$ cat src/rtl/ulpb_layer_tx_agent_pkg.sv
// Shared definitions for the ulpb layer TX agent: bus widths, FSM states,
// attempt result codes and a counter-width helper.
package ulpb_layer_tx_agent_pkg;

  localparam int ULPB_ADDR_WIDTH = 8;
  localparam int ULPB_DATA_WIDTH = 32;

  typedef enum logic [2:0] {
    ST_IDLE,
    ST_REQ,
    ST_REL,
    ST_RESP,
    ST_RACK,
    ST_FIN
  } state_e;

  typedef enum logic {
    RES_OK   = 1'b0,
    RES_FAIL = 1'b1
  } result_e;

  // Bits needed to hold 0..maxval, never less than one.
  function automatic int ulpb_cnt_width(input int maxval);
    return (maxval < 1) ? 1 : $clog2(maxval + 1);
  endfunction

endpackage

$ cat src/rtl/ulpb_layer_tx_agent_sync2.sv
// Two-flop synchronizer for a single-bit level crossing into the layer clock.
module ulpb_sync2 (
  input  logic i_clk,
  input  logic i_reset,
  input  logic i_d,
  output logic o_q
);

  logic r_meta;
  logic r_q;

  always_ff @(posedge i_clk) begin
    if (i_reset) begin
      r_meta <= 1'b0;
      r_q    <= 1'b0;
    end else begin
      r_meta <= i_d;
      r_q    <= r_meta;
    end
  end

  assign o_q = r_q;

endmodule

$ cat src/rtl/ulpb_layer_tx_agent.sv
// Layer-side TX initiator for a ulpb_node32: buffers one message, sends it word
// by word with four-phase handshakes, acknowledges the response and retries.
module ulpb_layer_tx_agent
  import ulpb_layer_tx_agent_pkg::*;
#(
  parameter int ADDR_WIDTH   = ULPB_ADDR_WIDTH,
  parameter int DATA_WIDTH   = ULPB_DATA_WIDTH,
  parameter int DEPTH        = 4,
  parameter int MAX_RETRY    = 3,
  parameter int RESP_TIMEOUT = 1024
) (
  input  logic                                 i_clk,
  input  logic                                 i_reset,
  input  logic [ADDR_WIDTH-1:0]                i_msg_addr,
  input  logic [DATA_WIDTH-1:0]                i_msg_data,
  input  logic                                 i_msg_wr,
  input  logic                                 i_msg_last,
  input  logic                                 i_msg_priority,
  output logic                                 o_msg_busy,
  output logic                                 o_msg_ovf,
  output logic                                 o_msg_done,
  output logic                                 o_msg_fail,
  output logic [ulpb_cnt_width(MAX_RETRY)-1:0] o_retry_cnt,
  output logic [ADDR_WIDTH-1:0]                o_tx_addr,
  output logic [DATA_WIDTH-1:0]                o_tx_data,
  output logic                                 o_tx_req,
  output logic                                 o_tx_pend,
  output logic                                 o_priority,
  input  logic                                 i_tx_ack,
  input  logic                                 i_tx_succ,
  input  logic                                 i_tx_fail,
  output logic                                 o_tx_resp_ack
);

  localparam int PW = $clog2(DEPTH);
  localparam int RW = ulpb_cnt_width(MAX_RETRY);
  localparam int TW = ulpb_cnt_width(RESP_TIMEOUT - 1);

  logic [DATA_WIDTH-1:0] r_buf [DEPTH];
  logic [PW:0]           r_wptr;
  logic [PW-1:0]         r_last_idx;
  logic [ADDR_WIDTH-1:0] r_addr;
  logic                  r_prio;
  logic                  r_ovf;

  state_e                r_state, w_state_next;
  logic [PW-1:0]         r_rptr, w_rptr_next;
  logic [RW-1:0]         r_attempt, w_attempt_next;
  result_e               r_result, w_result_next;
  logic [TW-1:0]         r_tmo, w_tmo_next;
  logic                  w_decide;

  logic r_busy, r_tx_req, r_resp_ack, r_done;
  logic w_ack_s, w_succ_s, w_fail_s;
  logic w_full, w_store, w_drop, w_launch;

  ulpb_sync2 u_sync_ack  (.i_clk(i_clk), .i_reset(i_reset), .i_d(i_tx_ack),  .o_q(w_ack_s));
  ulpb_sync2 u_sync_succ (.i_clk(i_clk), .i_reset(i_reset), .i_d(i_tx_succ), .o_q(w_succ_s));
  ulpb_sync2 u_sync_fail (.i_clk(i_clk), .i_reset(i_reset), .i_d(i_tx_fail), .o_q(w_fail_s));

  // A LAST push into a full buffer still launches the DEPTH buffered words; only its own word is lost.
  assign w_full   = (r_wptr == (PW+1)'(DEPTH));
  assign w_store  = i_msg_wr && !r_busy && !w_full;
  assign w_drop   = i_msg_wr && (r_busy || w_full);
  assign w_launch = i_msg_wr && i_msg_last && !r_busy;

  always_ff @(posedge i_clk) begin
    if (w_store) begin
      r_buf[r_wptr[PW-1:0]] <= i_msg_data;
    end
  end

  always_ff @(posedge i_clk) begin
    if (i_reset) begin
      r_wptr     <= '0;
      r_last_idx <= '0;
      r_addr     <= '0;
      r_prio     <= 1'b0;
      r_ovf      <= 1'b0;
    end else begin
      if (w_store && r_wptr == '0) begin
        r_addr <= i_msg_addr;
        r_prio <= i_msg_priority;
      end
      if (w_launch) begin
        r_wptr     <= '0;
        r_last_idx <= w_full ? PW'(DEPTH - 1) : r_wptr[PW-1:0];
      end else if (w_store) begin
        r_wptr <= r_wptr + 1'b1;
      end
      if (w_drop) begin
        r_ovf <= 1'b1;
      end else if (w_launch) begin
        r_ovf <= 1'b0;
      end
    end
  end

  always_comb begin
    w_state_next   = r_state;
    w_rptr_next    = r_rptr;
    w_attempt_next = r_attempt;
    w_result_next  = r_result;
    w_tmo_next     = r_tmo;
    w_decide       = 1'b0;
    unique case (r_state)
      ST_IDLE: begin
        if (w_launch) begin
          w_rptr_next    = '0;
          w_attempt_next = '0;
          w_result_next  = RES_OK;
          w_state_next   = ST_REQ;
        end
      end
      ST_REQ: begin
        if (w_ack_s) w_state_next = ST_REL;
      end
      ST_REL: begin
        if (!w_ack_s) begin
          if (r_rptr != r_last_idx) begin
            w_rptr_next  = r_rptr + 1'b1;
            w_state_next = ST_REQ;
          end else begin
            w_tmo_next   = '0;
            w_state_next = ST_RESP;
          end
        end
      end
      ST_RESP: begin
        if (w_fail_s) begin
          w_result_next = RES_FAIL;
          w_state_next  = ST_RACK;
        end else if (w_succ_s) begin
          w_result_next = RES_OK;
          w_state_next  = ST_RACK;
        end else if (r_tmo == TW'(RESP_TIMEOUT - 1)) begin
          w_result_next = RES_FAIL;
          w_decide      = 1'b1;
        end else begin
          w_tmo_next = r_tmo + 1'b1;
        end
      end
      ST_RACK: begin
        if (!w_succ_s && !w_fail_s) w_decide = 1'b1;
      end
      ST_FIN: begin
        w_state_next = ST_IDLE;
      end
      default: begin
        w_state_next = ST_IDLE;
      end
    endcase
    // Retry replays the untouched buffer from word 0; ack_s is already low here.
    if (w_decide) begin
      if (w_result_next == RES_FAIL && int'(r_attempt) < MAX_RETRY) begin
        w_attempt_next = r_attempt + 1'b1;
        w_rptr_next    = '0;
        w_state_next   = ST_REQ;
      end else begin
        w_state_next = ST_FIN;
      end
    end
  end

  // Handshake outputs are registered from the next state so the node never sees decode glitches.
  always_ff @(posedge i_clk) begin
    if (i_reset) begin
      r_state    <= ST_IDLE;
      r_rptr     <= '0;
      r_attempt  <= '0;
      r_result   <= RES_OK;
      r_tmo      <= '0;
      r_busy     <= 1'b0;
      r_tx_req   <= 1'b0;
      r_resp_ack <= 1'b0;
      r_done     <= 1'b0;
    end else begin
      r_state    <= w_state_next;
      r_rptr     <= w_rptr_next;
      r_attempt  <= w_attempt_next;
      r_result   <= w_result_next;
      r_tmo      <= w_tmo_next;
      r_busy     <= (w_state_next != ST_IDLE);
      r_tx_req   <= (w_state_next == ST_REQ);
      r_resp_ack <= (w_state_next == ST_RACK);
      r_done     <= (w_state_next == ST_FIN);
    end
  end

  assign o_msg_busy    = r_busy;
  assign o_msg_ovf     = r_ovf;
  assign o_msg_done    = r_done;
  assign o_msg_fail    = r_done && (r_result == RES_FAIL);
  assign o_retry_cnt   = r_done ? r_attempt : '0;
  assign o_tx_req      = r_tx_req;
  assign o_tx_resp_ack = r_resp_ack;
  assign o_tx_addr     = r_tx_req ? r_addr : '0;
  assign o_tx_data     = r_tx_req ? r_buf[r_rptr] : '0;
  assign o_tx_pend     = r_tx_req && (r_rptr != r_last_idx);
  assign o_priority    = r_tx_req && r_prio;

endmodule
$ cat config.mk
export PLATFORM = sky130hd
export DESIGN_NAME = ulpb_layer_tx_agent
export DESIGN_NICKNAME = d
export VERILOG_FILES = /design/src/rtl/ulpb_layer_tx_agent_pkg.sv /design/src/rtl/ulpb_layer_tx_agent_sync2.sv /design/src/rtl/ulpb_layer_tx_agent.sv
export SDC_FILE = /design/constraint.sdc
export NUM_CORES = 1
export LEC_CHECK = 0
export CAP_MARGIN = 20
export CELL_PAD_IN_SITES_DETAIL_PLACEMENT = 1
export CELL_PAD_IN_SITES_GLOBAL_PLACEMENT = 1
export CORE_MARGIN = 2
export CORE_UTILIZATION = 45
export CTS_CLUSTER_DIAMETER = 30
export CTS_CLUSTER_SIZE = 8
export DETAILED_ROUTE_END_ITERATION = 10
export PLACE_DENSITY = 0.84
export SKIP_LAST_GASP = 1
export SLEW_MARGIN = 20
export SYNTH_ARGS = -nofsm -noshare
export SYNTH_HDL_FRONTEND = slang
export SYNTH_SLANG_ARGS = --single-unit
$ cat constraint.sdc
create_clock -name i_clk -period 4.8 [get_ports i_clk]
set_clock_uncertainty 0.05 [all_clocks]
set_input_delay 0.96 -clock i_clk [delete_from_list [all_inputs] [get_ports i_clk]]
set_output_delay 0.96 -clock i_clk [all_outputs]
set_load 0.03 [all_outputs]
# After elaboration in Yosys (flattened, before gate mapping)
# Memory sizes are Yosys's and may differ from the RTL's. A register that Yosys moved wholly into a read port is not among the register bits.
# Cells that the tools add are included.
# word_totals
regBits	43
latchBits	0
mem_bits_rw	128
romBits	0
inputBits	48
output_inout_bits	50
word_cells	108
memories	1
# mem_list
memory	depth	width	read_ports	rd_clocked_by_memory_dff	write_ports	line_no	rtl
r_buf	4	32	1	1	1	ulpb_layer_tx_agent.sv:39	logic [DATA_WIDTH-1:0] r_buf [DEPTH];
# op_classes
add_sub_neg	4
multipliers	0
div_mod_pow	0
n_lt_le_gt_ge	1
n_eq_ne	15
n_shift	0
n_mux	44
bitwise_logic	0
reduce_logical	23
# op_table
operator	count
10-bit 2-to-1 mux	5
32-bit 2-to-1 mux	1
2-bit 2-to-1 mux	13
3-bit 2-to-1 mux	7
10-bit case mux with 2 select lines	1
3-bit case mux with 5 select lines	1
3-bit equality test, second input constant	4
1-bit 2-to-1 mux	12
1-bit logical AND	11
10-bit by 1-bit adder with 10-bit output, second input constant	1
10-bit equality test, second input constant	1
2-bit != test, second input constant	5
8-bit 2-to-1 mux	1
3-bit by 1-bit equality test with 1-bit output, second input constant	2
3-bit by 2-bit equality test with 1-bit output, second input constant	2
3-bit logical NOT	2
6-bit AND reduction	1
2-bit by 1-bit adder with 2-bit output, second input constant	2
1-bit logical NOT	4
1-bit case mux with 2 select lines	2
2-bit case mux with 2 select lines	1
2-bit nonzero test	2
3-bit by 1-bit adder with 3-bit output, second input constant	1
3-bit nonzero test	1
4 further kinds	4

# Longest topological paths before layout
# depth
depth_word	9
ltp_mapped	9
mapped_depth_nobuf	8

# By module
# From an unflattened synthesis, not the netlist that was laid out.
# hier_totals
hier_cells	439
area_unflattened_um2	6842.8
# modules_own_cells
module	instances	cells_per_inst	area_each_um2	seq_area_each_um2
ulpb_layer_tx_agent	1	427	6685.2	4584.4
ulpb_sync2	3	4	52.6	40.0

# Least setup slack after synthesis
# Ideal clock, no wire load.
# synth_timing
path_type	register -> output
startpoint	reg r_rptr[0] (netlist name)
endpoint	out o_tx_data[10]
t_arrival_ns	1.563
required_ns	3.790
setup_slack_ns	2.227
stages_incl_launch_ff	5
path_buffers	2
path_cell_list	dfxtp_1 > buf_4 > buf_2 > mux4_2 > and2_1
# synth_rtl
element	line_no	rtl
end, declared	ulpb_layer_tx_agent.sv:25	output logic [DATA_WIDTH-1:0] o_tx_data,

==> metrics.md <==
| Metric | Value |
|---|---|
| Status | `completed` |
| Setup violators final | `0` |
| Top cell type's share of synthesized area | `about 56%` |
| Vias | `4108` |
| Die area | `approximately 0.016 mm2` |
| DRT Pass-1 Iters | `4` |
| Largest net degree at the start of global routing | `44` |
| CTS Hold Bufs | `0` |
| Highest clock rate | `roughly 0.27 GHz` |
| Row cnt | `45` |
| Logic pwr share | `9.1%` |
| Final period utilization | `around four fifths` |
| DRC violation count after routing | `0` |
| I/O Pins | `98` |
| Antenna cells | `0` |
| Worst setup SP type | `flip-flop` |
| Reg power frac | `between 50% and 60%` |
| H-tree levels | `4` |
| Avg WL per Cell | `roughly 21 um` |
| CTS buffer count | `17` |
| Primary FF master, synth | `edfxtp_1` |
| Final instance area | `0.00860 mm2` |
| CTS tree | `done` |
| Asr flop ratio synth | `0%` |
| Hold Fails Final Rpt | `0` |
| Cell Area, Placed | `between 0.008 and 0.009 mm2` |
| Vias in the first global route | `approximately 4500` |
| PortBufs | `97` |
| Net switching power | `743 uW` |
| Syn_nets | `approximately 500` |
| First-pass GRT wire length | `~25000 um` |
| Initial Util | `45.8%` |
| Clock network power share | `39.3%` |
| Warnings, synthesis | `0` |
| Clk_lat worst skew | `0.42 ns` |
| Post-synthesis cell count | `around 440` |
| Slew @ Worst Pin | `1.00 ns` |
| Initial DRC Count | `~300` |
| Synth area leader | `edfxtp_1` |
| Total internal power | `about 2.5 mW` |
| Leak | `~2.8 nW` |
| Post-layout min period | `3.75 ns` |
| Slowest CP cell | `dfxtp_2` |
| Arr. time, crit path | `between 2 and 3 ns` |
| CTS clk-pin slew, worst paths | `roughly 0.060 ns` |
| Cell variety after synth | `52` |
| Final non-filler cell total | `roughly 740` |
| Vias per Instance | `between 5 and 6` |
| Syn avg cell area | `about 16 um2` |
| Fin nets | `about 600` |
| Worst-path cell chain | `buf_12 -> mux4_2 -> and2_1 -> clkdlybuf4s50_1` |
| WP data required | `about 3.8 ns` |
| Critical path fanouts, max | `21` |
| # placed instances | `711` |
| CTS max path bufs | `2` |
| Initial antenna violation count | `0` |
| Antenna-violating nets left | `0` |
| Final WL | `around 16000 um` |
| Fin. max-slew vios | `0` |
| GRT Util Overall | `20.2%` |
| Core Region | `around 0.015 mm2` |
| CTS sink count | `~170` |
| Clk root buf | `clkbuf_16` |
| Layout area overhead | `24.5%` |
| RSZ-0062 raised after global routing | `false` |
| Netlist area before placement | `0.00691 mm2` |
| CP max stage delay | `about 0.71 ns` |
| Post-CTS Resized | `0` |
| Total grt overflow | `0` |
| Seq/Total Area, Yosys | `approximately two thirds` |
| Cell with the most instances after synthesis | `edfxtp_1` |
| Most frequent cells after synthesis | `edfxtp_1 (128), and2_1 (49), dfxtp_1 (43)` |
| Share of layout cells above drive strength 1 | `roughly 15%` |
| Worst setup EP type | `primary output` |
| Worst vdd ir | `between 200 and 250 uV` |
| Slew HR | `about a third` |
| Sw frac | `between 20% and 30%` |
| DIE WIDTH | `128 um` |
| Post-synth EDFFs | `around 130` |
| Placer congestion estimate | `slightly above 0.8` |
| Power density over the cells | `380 mW/mm2` |
| Setup CP Type | `reg -> out` |
| Min-Delay Path Class | `reg -> reg` |
| Fin util | `a little under three fifths` |
| FF+latch count, synth | `171` |
| Die Y | `roughly 130 um` |
| Fillers | `between 1000 and 1500` |
| Post-route setup TNS | `0 ns` |
| Max-Cap Viols | `0` |
| Post-CTS repair timing setup buffer count | `0` |
| Synth top area cells | `edfxtp_1 (56%), dfxtp_1 (12%), mux4_2 (10%), and2_1 (4.4%), a21oi_1 (1.7%)` |
| Hpwl dp | `~9800 um` |
routing by layer:
metal  wire [um]  track usage [%]  share of wire [%]
met4         314             7.50                2.0
met1        6640             25.1                 42
met3         647             4.72                4.1
met2        8020             34.5                 51
met5           0                0                  0
final timing paths:
path         cells past startpoint         endpoint               start  slack (ns)
max                              4    o_tx_data[20]           r_rptr[0]        1.05
min                              1  u_sync_fail.o_q  u_sync_fail.r_meta        0.39
max reg2reg                      6     r_buf[0][27]           r_wptr[0]        1.89
min reg2reg                      1  u_sync_fail.o_q  u_sync_fail.r_meta        0.39
layout make-up:
cell class	instances	area (um2)	share of cell area (%)
clock buffer	20	457	5.31
clock inverter	12	98.8	1.15
inverter	7	26.3	0.305
multi-input combinational	245	2070	24.1
sequential	171	4710	54.7
tap	188	235	2.73
timing repair buffer	100	1010	11.7
per-stage QoR:
stage	hold slack [ns]	worst slack (ns)	total power, mW
after global placement	0.377	1.47	2.00
after CTS	0.395	0.964	3.30
final	0.389	1.05	3.27
after global routing	0.410	0.904	3.38
after floorplan	0.364	2.23	1.87
after detailed placement	0.380	1.44	2.01
critical path, delay by kind of cell, from the launching register on:
family                 cells  cell delay [ns]
muxes                      1             0.53
buffers and inverters      2             0.89
and+or+nand+nor            1             0.18
DFF                        1             0.71
state kept, by name, summed over array words and instances, names as in the netlist, 2 cells and up:
name / flops
r_attempt: 2
r_buf: 128
r_wptr: 3
r_last_idx: 2
r_state: 3
r_rptr: 2
r_tmo: 10
r_addr: 8
layout by cell type (no fill, tap or decap), types with 4 or more instances in the layout:
master and count:
mux4_2 32, and2_1 49, nor2_1 17, nand4_1 5, dfxtp_1 41, nand3_1 5, a211oi_1 4, a21oi_1 24
nand2_1 32, edfxtp_1 128, nor2b_1 8, clkdlybuf4s50_1 97, inv_1 6, nor3_1 7, ha_1 6, clkbuf_16 17
o21ai_0 4, or3_1 4, clkinv_2 5
power groups by stage:
stage	Combinational (mW)	Sequential, mW	Clock, mW
2_1_floorplan	0.162	1.71	0
5_1_grt	0.323	1.69	1.36
3_5_place_dp	0.299	1.72	0
3_3_place_gp	0.291	1.71	0
6_report	0.298	1.69	1.28
4_1_cts	0.303	1.69	1.31
kinds of logic after synthesis:
| kind of cell | share of synthesized area (%) |
|---|---|
| compound gates | 4.67 |
| xor+xnor | 1.10 |
| fa+ha+maj | 1.09 |
| buf+inv | 1.99 |
| flops | 68.1 |
| mux | 11.1 |
| simple gates | 12.0 |
No activity file was read; power rests on OpenSTA's default activity.
==> variant: new RTL, same flow settings <==
Encoding of `state_e`: now one-hot (6 bits for 6 states).
--- a/src/rtl/ulpb_layer_tx_agent_pkg.sv
+++ b/src/rtl/ulpb_layer_tx_agent_pkg.sv
@@ -5,13 +5,13 @@
   localparam int ULPB_ADDR_WIDTH = 8;
   localparam int ULPB_DATA_WIDTH = 32;
 
-  typedef enum logic [2:0] {
-    ST_IDLE,
-    ST_REQ,
-    ST_REL,
-    ST_RESP,
-    ST_RACK,
-    ST_FIN
+  typedef enum logic [5:0] {
+    ST_IDLE = 6'b000001,
+    ST_REQ  = 6'b000010,
+    ST_REL  = 6'b000100,
+    ST_RESP = 6'b001000,
+    ST_RACK = 6'b010000,
+    ST_FIN  = 6'b100000
   } state_e;
 
   typedef enum logic {
Behaviour: no difference found for any inputs over 4 cycles, from zero or initial values and one cycle with i_reset high; so few cycles prove little.
==> variant against the unedited design <==
  * Sequential cell count is 3 higher
  * Count of clock-buffer cells in the layout fell by 2
  * Wire length up 1.3%
  * Highest routed layer unchanged
  * Setup slack worse by 0.076 ns
  * Critical path depth stayed put
  * Area after synthesis increased by 0.74%
  * Design area up 1.1%
  * Critical endpoint is now o_tx_data[6]
  * Total power down 0.86%
==> variant: results (changes against the unedited design) <==
Outcome
  – Result of the run: complete, no violations

Layout
  – Synth-to-layout area growth: 24.93%
  – Layout cells sized above 1: 14.21% (-0.39 points)
  – Count of fill cells added during filler insertion: 1436 (-0.14%)

Setup path
  – Max FO, Critical Path: 19 (-9.5%)
  – Reg-to-reg endpoint: r_buf[0][28]
  – Destination of the critical timing path: o_tx_data[6]
  – Endpoint arrival time on the critical path: 2.81 ns (+0.07 ns)
  – Max incr delay on CP: 0.77 ns (+0.06 ns)

Global routing
  – Global routing usage summed across all routing layers: 20.45% (+0.30 points)
  – First-pass GRT wire length: 24890 um (+0.61%)

Placement
  – Sum of net half-perimeters after detailed placement: 10020 um (+2.0%)
  – Area of placed instances: 8124 sq um (+0.96%)
  – RePlAce Congestion: 0.7330 (-9.5%)
  – Number of cells in the design after placement: 719 (+1.1%)

Logic synthesis
  – Fraction of the mapped netlist area in compound gates: 3.990% (-0.68 points)
  – Most frequent cells after synthesis: edfxtp_1 (128), and2_1 (46), dfxtp_1 (46), mux4_2 (32), nand2_1 (25)
  – Biggest area contributors in the synthesized netlist: edfxtp_1 (55%), dfxtp_1 (13%), mux4_2 (10%)
  – Xor/xnor share of the synthesized area: 1.510% (+0.41 points)
  – Number of nets in the synthesized netlist: 504 (+1.2%)
  – Synth cell types: 47 (-9.6%)

Detailed routing
  – Met2 wirelength from detailed routing: 8480 um (+5.8%)
  – Violation count after the first detailed-route iteration: 290 (-4.6%)
  – Total length of routed met3 wires: 677 um (+4.6%)
  – Number of vias in the routed layout: 4157 (+1.2%)
  – Met1 wire length: 6393 um (-3.6%)

STA
  – Final hold slack: 0.3953 ns (+0.006546 ns)
  – Final worst path period need: 3.824 ns (+0.07568 ns)

Power and ir drop
  – Lkg Pwr: 0.002829 uW (+0.58%)

Min path
  – Destination of the worst hold path: u_sync_succ.o_q
variant: cell count changes after synthesis, sizes merged, moves of 4 or more:
cell   change
nand2      -8
nor3       +6
xnor2      +6
buf        -4
nand4      -4
variant: power breakdown:
| group | leakage [uW] | switching, uW | internal [uW] | total, uW |
|---|---|---|---|---|
| Combinational | 0.00101 | 114 | 91.7 | 206 |
| Clock | 0.000272 | 574 | 765 | 1340 |
| Sequential | 0.00155 | 20.0 | 1670 | 1690 |
variant: area by class of cell:
| cell class | count | share of cell area, % |
|---|---|---|
| clock buffers | 18 | 4.935 |
| inverters | 7 | 0.3021 |
| clock inverters | 14 | 1.654 |
| well taps | 188 | 2.705 |
| flip-flops and latches | 174 | 54.81 |
| multi-input cells | 250 | 24.03 |
| repair buffers | 100 | 11.57 |
variant: metal layers:
layer,global-route usage [%],vias up
li1,-,1913
met1,23.67,2116
met2,36.45,102
met3,5.655,26
met4,7.498,0
met5,0,-
